==> src/rtl/ifu_prefetch_pkg.sv <==
// Shared constants for the instruction fetch unit.
package ifu_prefetch_pkg;

  localparam int unsigned XLEN_DEF   = 32;
  localparam int unsigned INST_WIDTH = 32;

  localparam logic [XLEN_DEF-1:0]   DEFAULT_RESET_PC = 32'h0000_0000;
  localparam logic [INST_WIDTH-1:0] NOP_INST         = 32'h0000_0013;

endpackage

==> src/rtl/ifu_fifo.sv <==
// Prefetch queue: DEPTH x W synchronous FIFO with flush; head is read combinationally.
module ifu_fifo #(
  parameter int unsigned DEPTH = 4,
  parameter int unsigned W     = 64
) (
  input  logic                   clk,
  input  logic                   rst,
  input  logic                   push,
  input  logic                   pop,
  input  logic                   flush,
  input  logic [W-1:0]           din,
  output logic [$clog2(DEPTH):0] count,
  output logic [W-1:0]           head
);

  localparam int unsigned PW = $clog2(DEPTH);
  localparam int unsigned CW = PW + 1;

  logic [W-1:0]  mem [DEPTH];
  logic [PW-1:0] wr_ptr;
  logic [PW-1:0] rd_ptr;

  // Storage is cleared on reset so the head reads as zero out of reset.
  always_ff @(posedge clk) begin
    if (rst) begin
      wr_ptr <= '0;
      rd_ptr <= '0;
      count  <= '0;
      mem    <= '{default: '0};
    end else if (flush) begin
      wr_ptr <= '0;
      rd_ptr <= '0;
      count  <= '0;
    end else begin
      if (push) begin
        mem[wr_ptr] <= din;
        wr_ptr      <= wr_ptr + PW'(1);
      end
      if (pop) begin
        rd_ptr <= rd_ptr + PW'(1);
      end
      if (push && !pop) begin
        count <= count + CW'(1);
      end else if (!push && pop) begin
        count <= count - CW'(1);
      end
    end
  end

  assign head = mem[rd_ptr];

endmodule

==> src/rtl/ifu_prefetch.sv <==
// Instruction fetch unit: fetch PC, credit-limited ROM issue, prefetch queue, redirect.
// Optional macro IFU_BYPASS_EN forwards a response straight to decode when the queue is empty.
module ifu_prefetch
  import ifu_prefetch_pkg::*;
#(
  parameter int unsigned         XLEN     = XLEN_DEF,
  parameter int unsigned         DEPTH    = 4,
  parameter logic [XLEN-1:0]     RESET_PC = DEFAULT_RESET_PC
) (
  input  logic            clk,
  input  logic            rst,
  output logic [XLEN-1:0] rom_addr,
  output logic            rom_req,
  input  logic [XLEN-1:0] rom_data,
  input  logic            redirect_valid,
  input  logic [XLEN-1:0] redirect_pc,
  output logic            inst_valid,
  input  logic            inst_ready,
  output logic [XLEN-1:0] inst,
  output logic [XLEN-1:0] inst_pc
);

  localparam int unsigned CW = $clog2(DEPTH) + 1;
  localparam int unsigned OW = CW + 1;

  logic [XLEN-1:0]   fetch_pc;
  logic [XLEN-1:0]   issued_pc;
  logic              inflight;
  logic [CW-1:0]     count;
  logic [2*XLEN-1:0] head;
  logic [OW-1:0]     occupancy;
  logic              redirect;
  logic              resp_ok;
  logic              push;
  logic              pop;

  assign redirect  = redirect_valid && !rst;
  assign resp_ok   = inflight && !redirect && !rst;
  assign occupancy = OW'(count) + OW'(inflight);

  // Issue whenever queued plus in-flight entries leave room, or unconditionally on redirect.
  always_comb begin
    rom_req  = 1'b0;
    rom_addr = fetch_pc;
    if (!rst) begin
      if (redirect) begin
        rom_req  = 1'b1;
        rom_addr = {redirect_pc[XLEN-1:2], 2'b00};
      end else begin
        rom_req  = occupancy < OW'(DEPTH);
      end
    end
  end

`ifdef IFU_BYPASS_EN
  logic bypass;

  // An empty queue lets the arriving response go straight to decode; it is queued only if refused.
  always_comb begin
    bypass     = resp_ok && (count == '0);
    inst_valid = bypass || (!rst && !redirect_valid && (count != '0));
    inst       = bypass ? rom_data  : head[2*XLEN-1:XLEN];
    inst_pc    = bypass ? issued_pc : head[XLEN-1:0];
    push       = resp_ok && !(bypass && inst_ready);
    pop        = inst_valid && inst_ready && !bypass;
  end
`else
  always_comb begin
    inst_valid = !rst && !redirect_valid && (count != '0);
    inst       = head[2*XLEN-1:XLEN];
    inst_pc    = head[XLEN-1:0];
    push       = resp_ok;
    pop        = inst_valid && inst_ready;
  end
`endif

  always_ff @(posedge clk) begin
    if (rst) begin
      fetch_pc  <= RESET_PC;
      issued_pc <= RESET_PC;
      inflight  <= 1'b0;
    end else begin
      inflight <= rom_req;
      if (rom_req) begin
        fetch_pc  <= rom_addr + XLEN'(4);
        issued_pc <= rom_addr;
      end
    end
  end

  ifu_fifo #(
    .DEPTH (DEPTH),
    .W     (2 * XLEN)
  ) u_fifo (
    .clk   (clk),
    .rst   (rst),
    .push  (push),
    .pop   (pop),
    .flush (redirect),
    .din   ({rom_data, issued_pc}),
    .count (count),
    .head  (head)
  );

endmodule

==> config.mk <==
export PLATFORM = sky130hd
export DESIGN_NAME = ifu_prefetch
export DESIGN_NICKNAME = d
export VERILOG_FILES = /design/src/rtl/ifu_prefetch_pkg.sv /design/src/rtl/ifu_fifo.sv /design/src/rtl/ifu_prefetch.sv
export SDC_FILE = /design/constraint.sdc
export NUM_CORES = 1
export LEC_CHECK = 0
export BUFFER_PORTS_ARGS = -buffer_cell sky130_fd_sc_hd__buf_2
export CORE_MARGIN = 5
export CORE_UTILIZATION = 63
export CTS_CLUSTER_SIZE = 20
export DETAILED_ROUTE_END_ITERATION = 7
export GPL_ROUTABILITY_DRIVEN = 0
export PLACE_DENSITY_LB_ADDON = 0.12
export SLEW_MARGIN = 10
export SYNTH_ARGS = -nofsm -noshare
export SYNTH_HDL_FRONTEND = slang
export SYNTH_HIERARCHICAL = 1
export SYNTH_SLANG_ARGS = --single-unit
==> constraint.sdc <==
create_clock -name clk -period 4.18 [get_ports clk]
set_input_delay 0.418 -clock clk [delete_from_list [all_inputs] [get_ports clk]]
set_output_delay 0.418 -clock clk [all_outputs]
set_load 0.005 [all_outputs]
======== Word level (Yosys, flattened, before mapping) ========
Cells that the tools add are included.
word-level totals
  register bits ........................... 328
  bits in latches ......................... 0
  RAM bits ................................ 0
  memory bits (read-only) ................. 0
  bits of input ports ..................... 68
  memories ................................ 0
operators by class
  add/sub/neg operators ................... 6
  multiply operators ...................... 0
  div/mod/pow operators ................... 0
  magnitude comparators ................... 4
  equality and inequality tests ........... 0
  shift-type cells ........................ 0
  muxes and demuxes ....................... 12
  bitwise gates (word level) .............. 3
  reduce and logical (&&, ||, !) cells .... 18
operators by type and width
  cell                                                                  count
  256-bit bitwise mux                                                   1
  64-bit 2-to-1 mux                                                     3
  64-bit binary-select mux with 2-bit select                            1
  64-bit demux with 2-bit select                                        1
  32-bit 2-to-1 mux                                                     2
  32-bit by 3-bit adder with 32-bit output, second input constant       1
  1-bit logical AND                                                     9
  3-bit greater-or-equal comparator, second input constant              2
  3-bit 2-to-1 mux                                                      2
  2-bit NOT with 3-bit output                                           2
  1-bit logical NOT                                                     5
  2-bit by 1-bit adder with 2-bit output, second input constant         2
  3-bit by 1-bit adder with 4-bit output                                1
  4-bit by 3-bit < comparator with 1-bit output, second input constant  1
  3-bit by 1-bit adder with 3-bit output, second input constant         1
  3-bit by 1-bit < comparator with 1-bit output, second input constant  1
  3-bit nonzero test                                                    1
  3-bit by 1-bit subtractor with 3-bit output, second input constant    1
  1-bit 2-to-1 mux                                                      2
  2-bit AND reduction                                                   1
  2-bit nonzero test                                                    1
  2-bit OR reduction                                                    1
  1-bit NOT                                                             1

======== Longest topological paths before layout ========
  word-level depth ........................ 9
  gate-level depth with buffers ........... 17

======== Cells and area by module ========
Netlist, hierarchy kept.
by module, submodules not included
  module        times used  cells each  area each (µm²)
  ifu_fifo      1           1,232       11,429.7
  ifu_prefetch  1           449         3,557.2

======== Worst setup path before layout ========
No wires, ideal clock.
  path type ............................... input -> register
  start ................................... input port redirect_valid
  end ..................................... register fetch_pc[28]
  data arrival time ....................... 2.915 ns
  slack ................................... 1.141 ns
  stages on the path ...................... 17
  cells stage by stage .................... buf_6 -> nand2b_4 -> buf_12 -> inv_8 -> buf_4 -> buf_2 -> buf_2 -> nand2_1 -> nand2_1 -> ha_1 -> clkbuf_1 -> inv_1 -> a311oi_1 -> nand4_1 -> nor4_1 -> mux2i_1 -> nand3_1
on the way
  cells in the longest elaborated chain, start to end .. 4
  elaborated cells between the ends (all ways) .. 6
RTL lines
  item                                      line                source
  from (decl)                               ifu_prefetch.sv:15  input logic redirect_valid,
  1-bit logical AND                         ifu_prefetch.sv:37  assign redirect = redirect_valid && !rst;
  named net redirect                        ifu_prefetch.sv:32  logic redirect;
  32-bit 2-to-1 mux                         ifu_prefetch.sv:46  if (redirect) begin
  32-bit 2-to-1 mux                         ifu_prefetch.sv:45  if (!rst) begin
  named net rom_addr[2]                     ifu_prefetch.sv:12  output logic [XLEN-1:0] rom_addr,
  32-bit by 3-bit adder with 32-bit output  ifu_prefetch.sv:85  fetch_pc <= rom_addr + XLEN'(4);
  to (signal assigned)                      ifu_prefetch.sv:85
  to (decl)                                 ifu_prefetch.sv:26  logic [XLEN-1:0] fetch_pc;
The timed path passes the listed nets, and every way through them passes these cells.
A chain may end at the register's enable or synchronous reset.

======== Worst setup path after layout ========
  start ................................... register u_fifo.rd_ptr[0]
  end ..................................... output port inst[14]
on the way
  cells in the longest elaborated chain, start to end .. 4
RTL lines
  item                                                  line                source
  from (decl)                                           ifu_fifo.sv:21      logic [PW-1:0] rd_ptr;
  from (signal assigned)                                ifu_fifo.sv:40      rd_ptr <= rd_ptr + PW'(1);
  2-bit NOT with 3-bit output (not written as such)     ifu_fifo.sv:50      assign head = mem[rd_ptr];
  64-bit binary-select mux with 2-bit select            ifu_fifo.sv:50
  64-bit 2-to-1 mux (not written as such) (2 in a row)  ifu_fifo.sv:50
  to (decl)                                             ifu_prefetch.sv:19  output logic [XLEN-1:0] inst,
Every way passes these cells. The select of a mux whose other input is x is not followed.

==> Implementation_results.wiki <==
{| class="wikitable"
! Metric !! Value
|-
| Worst Max-Slew Pin Slew || 1.004 ns
|-
| GRT Overall Usage || 0.2768
|-
| R2R depth || 9
|-
| Number of antenna violations at the first check in global routing || 0
|-
| Average wire per cell in the routed design || 17.76 um
|-
| Clock transition time at the flip-flop clock pins of the worst setup and hold paths || 0.06 ns
|-
| Non-Filler Cell Area, Final || 0.01664 mm^2
|-
| Avg Cell Area, Syn || 8.915 um^2
|-
| Fraction of synthesized cell area in xor and xnor cells || 0.01344
|-
| Number of cells in the finished layout apart from fillers || 2116
|-
| Share of Yosys cell area claimed by the top area cell type || 0.4355
|-
| Adder-cell share of the synthesized area || 0.006345
|-
| Static leakage power || 5.938 nW
|-
| Pin count of the biggest net entering global routing || 180
|-
| Clock buffers created by TritonCTS || 35
|-
| Async set or reset register ratio after synthesis || 0
|-
| Critical register-to-register path startpoint || fetch_pc[2]$_SDFFE_PP0P_
|-
| Worst max-slew margin expressed relative to the limit || 0.3304
|-
| Final worst setup slack || 1.295 ns
|-
| Vias in the first global route || 12210
|-
| Flop-to-flop setup slack || 1.84 ns
|-
| Register bit count reported by yosys || 326
|-
| Number of rows in the core area || 56
|-
| Multi-input logic area || 0.007392 mm^2
|-
| Die width || 164.2 um
|-
| Number of standard cells after synthesis || 1681
|-
| Drt first-iter violations || 1001
|-
| Post-Syn Nets || 1756
|-
| Final Slew Violations || 0
|-
| Hold buffer count at CTS || 0
|-
| Total core area || 0.02347 mm^2
|-
| Number of buffers inserted to repair setup after CTS || 0
|-
| RSZ-0062 raised after global routing || false
|-
| Number of nets with antenna violations after detailed routing || 0
|-
| Number of port buffers || 163
|-
| Synth top cells by count || sky130_fd_sc_hd__nand2_1, sky130_fd_sc_hd__dfxtp_1, sky130_fd_sc_hd__a21oi_1
|-
| Estimated wirelength of the detail-placed design || 22100 um
|-
| Primary FF master, synth || sky130_fd_sc_hd__dfxtp_1
|-
| Post-CTS resize count || 0
|-
| Summed instance area of the synthesized netlist || 0.01499 mm^2
|-
| Number of enable flip-flop cells after synthesis || 0
|-
| Critical path data arrival time || 2.47 ns
|-
| CTS Sinks || 326
|-
| Setup violators final || 0
|-
| Worst-Skew Late Latency || 0.50 ns
|-
| Reg-to-Reg End || fetch_pc[28]$_SDFFE_PP0P_
|-
| Initial standard-cell utilization of the core || 0.6385
|-
| Power Density || 417.5 mW/mm^2
|-
| Start-to-end type of the worst setup path || reg2out
|-
| Post-synthesis mux area share || 0.1203
|-
| Fmax || 0.3466 GHz
|-
| Final Util || 0.7091
|-
| Total vias in the final route || 12130
|-
| Startpoint kind of the worst setup timing path || flop
|-
| Most area-consuming cells after synthesis || sky130_fd_sc_hd__dfxtp_1, sky130_fd_sc_hd__nand2_1, sky130_fd_sc_hd__mux4_2, sky130_fd_sc_hd__a21oi_2, sky130_fd_sc_hd__a21oi_1
|-
| Overflow left after global routing || 0
|-
| Synthesized-area fraction occupied by and/or/nand/nor cells || 0.2137
|-
| Layout net count || 1847
|-
| Period utilization || 0.6903
|-
| Result of the run || completed
|-
| Height of the chip || 164.2 um
|-
| Wire length of the first global-routing pass || 60820 um
|-
| Sequential-to-total area share from yosys stat || 0.4355
|-
| Maximum clock insertion buffer count || 3
|-
| Pwr Total || 6.949 mW
|-
| Cell type contributing the most total cell area after synthesis || sky130_fd_sc_hd__dfxtp_1
|-
| Synthesized-area fraction occupied by ao, oa, aoi and oai cells || 0.1387
|-
| Dominant combinational cell family by area after synthesis || simple AND/OR/NAND/NOR gates
|-
| Worst setup skew after layout || 0.01120 ns
|-
| Detailed Routing Iterations Pass 1 || 5
|-
| Final antenna diode count || 0
|-
| Number of H-tree levels || 2
|-
| Synthesis Warnings || 6
|-
| Number of violations of the max-capacitance limit || 0
|-
| Crit path time final || 2.885 ns
|-
| Fillers || 1836
|-
| Final hold violation count || 0
|-
| Clock root buffer || sky130_fd_sc_hd__clkbuf_16
|-
| Number of instances in the placed design || 2054
|-
| Area of the die || 0.02697 mm^2
|-
| Clock tree from TritonCTS || built
|-
| Largest driver fanout on the critical path || 50
|-
| CP Capture Point || inst[14]
|-
| Area occupied by registers || 0.006534 mm^2
|-
| Post-detailed-placement cell area || 0.01542 mm^2
|-
| Worst Setup SP || u_fifo/rd_ptr[0]$_SDFFE_PP0P_
|-
| Peak ir drop on the vdd network || 0.0003240 V
|-
| Final routed DRC violation total || 0
|-
| Count of cell types in the netlist || 65
|-
| Mean number of vias per cell || 5.730
|-
| HP Class || in2reg
|-
| Cell with the most instances after synthesis || sky130_fd_sc_hd__nand2_1
|-
| Nature of the critical path endpoint || output port
|-
| Required time of the critical path || 3.76 ns
|-
| Relative area change from synthesis to final layout || 11.06%
|-
| Layout cells sized above 1 || 0.2482
|-
| Boundary pin count || 166
|-
| Worst slack at placement || 1.018 ns
|-
| Final TNS setup || 0 ns
|-
| Final wirelength || 37570 um
|-
| Hold Slack || 0.1857 ns
|}
final cells by class:
cell class | instances | share of cell area
Multi-Input combinational cell | 1207 | 0.4441
Sequential cell | 326 | 0.3925
Clock buffer | 55 | 0.06698
Timing Repair Buffer | 183 | 0.06089
Tap cell | 319 | 0.02398
Clock inverter | 7 | 0.006765
Inverter | 19 | 0.004736
placed cells by master (no fill, tap or decap), types with 3 or more instances in the layout:
cell type	Yosys	routed
sky130_fd_sc_hd__a211oi_1	9	9
sky130_fd_sc_hd__a21oi_1	165	165
sky130_fd_sc_hd__a21oi_2	106	106
sky130_fd_sc_hd__a311o_1	3	3
sky130_fd_sc_hd__a31oi_1	4	4
sky130_fd_sc_hd__and2_1	6	6
sky130_fd_sc_hd__and3_1	5	5
sky130_fd_sc_hd__and3b_2	1	4
sky130_fd_sc_hd__buf_12	4	3
sky130_fd_sc_hd__buf_2	43	162
sky130_fd_sc_hd__buf_4	11	17
sky130_fd_sc_hd__bufinv_16	0	3
sky130_fd_sc_hd__clkbuf_1	30	7
sky130_fd_sc_hd__clkbuf_16	0	38
sky130_fd_sc_hd__clkbuf_8	0	10
sky130_fd_sc_hd__clkinv_2	0	3
sky130_fd_sc_hd__dfxtp_1	326	324
sky130_fd_sc_hd__ha_1	6	6
sky130_fd_sc_hd__inv_1	16	16
sky130_fd_sc_hd__mux2_2	7	7
sky130_fd_sc_hd__mux2i_1	19	19
sky130_fd_sc_hd__mux2i_2	4	4
sky130_fd_sc_hd__mux4_2	64	64
sky130_fd_sc_hd__nand2_1	610	610
sky130_fd_sc_hd__nand3_1	16	16
sky130_fd_sc_hd__nand3b_1	4	4
sky130_fd_sc_hd__nand4_1	7	7
sky130_fd_sc_hd__nor2_1	65	65
sky130_fd_sc_hd__nor3_1	27	27
sky130_fd_sc_hd__o211ai_1	3	3
sky130_fd_sc_hd__o21ai_0	7	7
sky130_fd_sc_hd__o21ai_1	7	7
sky130_fd_sc_hd__xnor2_1	20	20
sky130_fd_sc_hd__xor2_1	3	3
logic make-up (layout without fill, tap and decap cells):
logic type | after synthesis | in the layout
AOI/OAI and AO/OA | 315 | 315
xor gates and xnor gates | 23 | 23
adders and majority gates | 7 | 7
buffers and inverters | 148 | 264
DFF | 326 | 326
muxes | 96 | 96
and+or+nand+nor | 766 | 766
critical path, cell delays in order (launching register included):
cell and delay [ns]:
sky130_fd_sc_hd__dfxtp_4 0.98, sky130_fd_sc_hd__buf_4 0.42, sky130_fd_sc_hd__mux4_2 0.37, sky130_fd_sc_hd__buf_2 0.15
worst min-delay path by stage:
stage	cells past startpoint	endpoint	from	slack, ns
floorplan	2	fetch_pc[9]$_SDFFE_PP0P_	fetch_pc[9]$_SDFFE_PP0P_	0.43
global placement	2	u_fifo/mem[113]$_SDFFE_PP0P_	u_fifo/mem[113]$_SDFFE_PP0P_	0.44
detailed placement	2	u_fifo/mem[64]$_SDFFE_PP0P_	u_fifo/mem[64]$_SDFFE_PP0P_	0.44
CTS	3	u_fifo/mem[114]$_SDFFE_PP0P_	rom_data[18]	0.16
global route	3	u_fifo/mem[96]$_SDFFE_PP0P_	rom_data[0]	0.18
finish	3	u_fifo/mem[47]$_SDFFE_PP0P_	rom_data[15]	0.19
routing by layer:
metal,track usage,vias up,routed length [um]
li1,-,5821,-
met1,0.3675,5768,15880
met2,0.4639,471,17930
met3,0.04216,65,2852
met4,0.09493,0,916
met5,0,-,0
power breakdown:
part	switching, mW	internal (mW)	leakage [nW]
sequential	0.0702	3.17	2.64
clock	1.22	2.02	0.603
combinational	0.294	0.175	2.69
sequential cells by signal (all words and copies together) (netlist names):
signal / count
u_fifo/wr_ptr: 2
issued_pc: 30
inflight: 1
u_fifo/count: 3
u_fifo/rd_ptr: 2
u_fifo/mem: 256
fetch_pc: 32
Note: power is estimated with default switching activity, not from simulation.
